<file path="src/rtl/shift_cmd_sequencer.sv">
// shift_cmd_sequencer: buffers {opcode, load data, repeat} commands in a small
// circular FIFO and issues them one at a time to a 4-bit opcode shift register.
// Each opcode is held for rep+1 cycles; load (111) always issues once.
// With nothing to do, the hold opcode (000) is driven.
// Optional macro SHIFT_CMD_SEQ_FLUSH_EN adds a synchronous flush input.
module shift_cmd_sequencer #(
  parameter int DEPTH = 4,
  parameter int REP_W = 4
) (
  input  logic                   clk,
  input  logic                   R_n,
`ifdef SHIFT_CMD_SEQ_FLUSH_EN
  input  logic                   flush,
`endif
  input  logic                   cmd_valid,
  output logic                   cmd_ready,
  input  logic [2:0]             cmd_op,
  input  logic [3:0]             cmd_data,
  input  logic [REP_W-1:0]       cmd_rep,
  output logic [2:0]             S,
  output logic [3:0]             L,
  output logic                   busy,
  output logic                   last,
  output logic [$clog2(DEPTH):0] fifo_count
);
  localparam int PW = $clog2(DEPTH);
  localparam int CW = PW + 1;
  localparam logic [CW-1:0] FULL_CNT = CW'(DEPTH);
  localparam logic [2:0] OP_HOLD = 3'b000;
  localparam logic [2:0] OP_LOAD = 3'b111;

  typedef struct packed {
    logic [2:0]       op;
    logic [3:0]       data;
    logic [REP_W-1:0] rep;
  } cmd_t;

  typedef enum logic {IDLE, ISSUE} state_t;

  cmd_t             mem_q [DEPTH];
  logic [PW-1:0]    wr_ptr_q, wr_ptr_d;
  logic [PW-1:0]    rd_ptr_q, rd_ptr_d;
  logic [CW-1:0]    count_q, count_d;
  state_t           state_q, state_d;
  logic [2:0]       s_q, s_d;
  logic [3:0]       l_q, l_d;
  logic [REP_W-1:0] rep_q, rep_d;
  logic             busy_q, busy_d;

  logic flush_w, push, pop, last_w;
  cmd_t head, cmd_in;

`ifdef SHIFT_CMD_SEQ_FLUSH_EN
  assign flush_w = flush;
`else
  assign flush_w = 1'b0;
`endif

  // Ready comes only from the registered count, so a same-edge pop never
  // feeds back into ready.
  assign cmd_ready  = (count_q != FULL_CNT);
  assign cmd_in     = '{op: cmd_op, data: cmd_data, rep: cmd_rep};
  assign head       = mem_q[rd_ptr_q];
  assign last_w     = (state_q == ISSUE) && (rep_q == '0);
  assign push       = cmd_valid && cmd_ready && !flush_w;
  // Pop whenever the issue slot frees up: idle, or final cycle of a command.
  assign pop        = !flush_w && (count_q != '0) && ((state_q == IDLE) || last_w);

  assign S          = s_q;
  assign L          = l_q;
  assign busy       = busy_q;
  assign last       = last_w;
  assign fifo_count = count_q;

  // FIFO storage; entries are only read after being written, so no reset.
  always_ff @(posedge clk) begin
    if (push) mem_q[wr_ptr_q] <= cmd_in;
  end

  // Next-state for FIFO pointers/count and the issue FSM with its outputs.
  always_comb begin
    wr_ptr_d = wr_ptr_q;
    rd_ptr_d = rd_ptr_q;
    count_d  = count_q;
    state_d  = state_q;
    s_d      = s_q;
    l_d      = l_q;
    rep_d    = rep_q;
    busy_d   = busy_q;
    if (flush_w) begin
      wr_ptr_d = '0;
      rd_ptr_d = '0;
      count_d  = '0;
      state_d  = IDLE;
      s_d      = OP_HOLD;
      l_d      = 4'b0000;
      rep_d    = '0;
      busy_d   = 1'b0;
    end else begin
      if (push) wr_ptr_d = wr_ptr_q + 1'b1;
      if (pop)  rd_ptr_d = rd_ptr_q + 1'b1;
      if (push && !pop)      count_d = count_q + 1'b1;
      else if (!push && pop) count_d = count_q - 1'b1;

      if (pop) begin
        // Load issues exactly once and is the only opcode carrying data.
        state_d = ISSUE;
        busy_d  = 1'b1;
        s_d     = head.op;
        l_d     = (head.op == OP_LOAD) ? head.data : 4'b0000;
        rep_d   = (head.op == OP_LOAD) ? '0 : head.rep;
      end else if (state_q == ISSUE) begin
        if (last_w) begin
          state_d = IDLE;
          busy_d  = 1'b0;
          s_d     = OP_HOLD;
          l_d     = 4'b0000;
        end else begin
          rep_d   = rep_q - 1'b1;
        end
      end
    end
  end

  // State registers; asynchronous reset empties FIFO and returns to idle.
  always_ff @(posedge clk or negedge R_n) begin
    if (!R_n) begin
      wr_ptr_q <= '0;
      rd_ptr_q <= '0;
      count_q  <= '0;
      state_q  <= IDLE;
      s_q      <= OP_HOLD;
      l_q      <= 4'b0000;
      rep_q    <= '0;
      busy_q   <= 1'b0;
    end else begin
      wr_ptr_q <= wr_ptr_d;
      rd_ptr_q <= rd_ptr_d;
      count_q  <= count_d;
      state_q  <= state_d;
      s_q      <= s_d;
      l_q      <= l_d;
      rep_q    <= rep_d;
      busy_q   <= busy_d;
    end
  end

endmodule

</file>
<file path="config.mk">
export PLATFORM = sky130hd
export DESIGN_NAME = shift_cmd_sequencer
export DESIGN_NICKNAME = d
export VERILOG_FILES = /design/src/rtl/shift_cmd_sequencer.sv
export SDC_FILE = /design/constraint.sdc
export NUM_CORES = 1
export LEC_CHECK = 0
export ABC_AREA = 1
export BUFFER_PORTS_ARGS = -buffer_cell sky130_fd_sc_hd__clkbuf_2
export CAP_MARGIN = 20
export CORE_AREA = 8 8 77 79
export CTS_BUF_LIST = sky130_fd_sc_hd__clkbuf_4
export DETAILED_ROUTE_END_ITERATION = 10
export DIE_AREA = 0 0 85 87
export GPL_ROUTABILITY_DRIVEN = 0
export GPL_TIMING_DRIVEN = 0
export PLACE_DENSITY_LB_ADDON = 0.2
export SYNTH_ARGS = -nofsm -noshare
export SYNTH_HDL_FRONTEND = slang
export SYNTH_SLANG_ARGS = --single-unit
</file>
<file path="constraint.sdc">
create_clock -name clk -period 2.5 [get_ports clk]
set_input_delay 0.5 -clock clk [delete_from_list [all_inputs] [get_ports clk]]
set_output_delay 0.5 -clock clk [all_outputs]
set_load 0.005 [all_outputs]
</file>
==> flow_metrics.tcl <==
set metrics [dict create \
    drc 0 \
    cp.arrival_ps 2490 \
    slew_viol_final 0 \
    synth_nets 272 \
    post_cts_buffers 0 \
    cts-root-buf "clkbuf_4" \
    cts_buffers 9 \
    nets 313 \
    diodes 0 \
    cpPeakStageDelay_ps 390 \
    yosys_warnings 0 \
    fp.coreArea_um2 4850 \
    dieWidth_um 85 \
    synth_area_um2 2760 \
    r2r-start "rep_q[0]" \
    grt_pass1_vias 1674 \
    worstSetupStartpointType "flip-flop" \
    multi_input_area_um2 761 \
    dr.pass1.iters 4 \
    synth_area_leader_cell "edfxtp_1" \
    syn_inst 251 \
    period_share_pct 88.0 \
    seq_area_frac_synth_pct 66.0 \
    startpoint "rep_q[0]" \
    yosysUniqueCellTypes 24 \
    cts.sinks 64 \
    crit_chain "inv_1, ha_1, nand2_1, nand2_1, nand2_2, ha_1, inv_1, fa_1, a21oi_1, o21ai_0, xor2_1" \
    hp-class "input pin to async pin" \
    peakVddDrop_v 0.000408 \
    start_util_pct 57.0 \
    syn_area_per_cell_um2 11.0 \
    final-seq-area_um2 1820 \
    wl_um 4830 \
    fin_crit_ps 2200 \
    nFillCells 379 \
    groute.usage.overall_pct 14.3 \
    cpMaxStageDelayCell "dfrtp_1" \
    wl_per_cell_um 13.7 \
    grt_start_max_net_pins 21 \
    drtIter0Drc 96 \
    fp-row-count 26 \
    layout_setup_ws_ps 300 \
    area_growth_pct 13.2 \
    setup_viol 0 \
    cts_buffer_depth 2 \
    hold_buffers 0 \
    crit_type "flip-flop to flip-flop" \
    viasPerCell 5.11 \
    required_ps 2790 \
    synth_largest_type_area_fraction_pct 47.8 \
    grt_pass1_wl_um 7980 \
    max_slew.worst_pin.slew_ps 565 \
    leakagePower_nw 1.46 \
    ys_ff_latch 64 \
    fmaxAchievable_ghz 0.455 \
    drive_gt1_share_pct 20.9 \
    antenna_found_initial 0 \
    place.port_buffers 26 \
    grt_overflow_total 0 \
    die-area_um2 7400 \
    clk_pin_slew_worst_paths_ps 100 \
    die_h_um 87 \
    tns_ps 0 \
    relSlewSlack_pct 62.2 \
    skew_ps 8.54 \
    hold_violations 0 \
    p_per_area_nw_per_um2 1150 \
    cts_tree "built" \
    cap_viol_max_count 0 \
    dp_slack_ps 348 \
    antenna_left 0 \
    end_kind "flip-flop" \
    cp_max_fo 7 \
    cts_resized 0 \
    ios 27 \
    insertion_delay_ps 410 \
    rsz0062_at_grt "no" \
    outcome "finished clean" \
    ys_top_cells_by_area "edfxtp_1 (48%), dfrtp_1 (18%), nand2_1 (8.0%)" \
    hpwl_um 3310 \
    htreeDepth 3 \
    via_count 1803 \
]
==> cells by family (layout without fill, tap and decap cells) <==
| family | count (synthesis) | in the layout | share of synthesized area [%] |
|---|---|---|---|
| fa+ha+maj | 7 | 7 | 3.44 |
| xor+xnor | 6 | 6 | 1.90 |
| simple gates | 105 | 105 | 16.9 |
| buf+inv | 41 | 87 | 6.48 |
| compound gates | 28 | 28 | 5.35 |
| flops | 64 | 64 | 66.0 |
==> routing by layer <==
metal	wire length, um	GRT usage [%]
met4	100	8.25
met1	2360	17.9
met5	0	0
met3	232	3.96
met2	2140	21.7
==> through the flow <==
stage | total power [mW] | instance area, um^2 | util (%) | cells | hold slack, ps
2_1_floorplan | 2.56 | 2760 | - | 251 | 204
3_3_place_gp | 2.91 | 2960 | 61.1 | 333 | 454
3_5_place_dp | 2.95 | 2970 | 61.3 | 334 | 459
4_1_cts | 3.62 | 3100 | 64.0 | 350 | 37.6
5_1_grt | 3.92 | 3130 | 64.5 | 353 | 56.3
6_report | 3.61 | 3130 | 64.5 | 353 | 36.5
==> layout by cell type, fill, tap and decap left out <==
cell,n
inv_2,2
bufinv_16,1
a21oi_1,5
o22ai_1,6
nand3_1,14
edfxtp_1,44
clkinv_2,2
nand2_1,59
buf_6,2
fa_1,1
ha_1,6
buf_4,6
nor3_1,1
inv_1,33
o21ai_0,15
o21ai_1,2
dfrtp_1,20
xnor2_1,1
nor2_8,1
clkinv_4,1
nor2_1,22
xor2_1,5
clkbuf_2,26
clkinv_1,1
nand3_2,2
nor3_2,1
buf_2,2
clkbuf_4,10
clkinvlp_4,1
nand2_4,1
nand2_2,4
==> synth_stat cells, drive strengths merged <==
library cell and n:
a21oi 5, buf 6, dfrtp 20, edfxtp 44, fa 1, ha 6, inv 35, nand2 64
nand3 16, nor2 23, nor3 2, o21ai 17, o22ai 6, xnor2 1, xor2 5
==> cell type report <==
class	instances	area share, %
Buffer	6	1.52
Clock buffer	10	2.40
Clock inverter	6	1.92
Inverter	35	4.20
Multi-Input combinational cell	146	24.3
Sequential cell	64	58.3
Tap cell	56	2.24
Timing Repair Buffer	30	5.12
==> registers in the layout (all words and copies together) (netlist names) <==
signal and count:
busy 1, wr_ptr_q 2, mem_q 44, S 3, state_q 1, rd_ptr_q 2, rep_q 4, L 4
fifo_count 3
==> report_power, final <==
part           leakage (nW)  internal, mW  switching (mW)
logic                 0.738         0.507           0.824
clock network        0.0738         0.311           0.361
registers             0.644          1.45           0.154
total                  1.46          2.27            1.34
==> critical path: cells and delay by family (launching register included) <==
family / cells / cell delay, ps
flops: 1 / 390
xor+xnor: 1 / 150
buf+inv: 2 / 130
simple gates: 3 / 370
fa+ha+maj: 3 / 780
compound gates: 2 / 290
==> path summary, 6_finish.rpt <==
kind                                 end  slack (ps)  cells after the start
max                        fifo_count[2]         300                     11
min                        fifo_count[1]          40                      1
max reg2reg                fifo_count[2]         300                     11
min reg2reg                         S[2]         480                      2
max in group asynchronous       rep_q[2]        2130                      1
min in group clk             mem_q[0][9]         300                      1
Power figures use the tool's default switching activity.
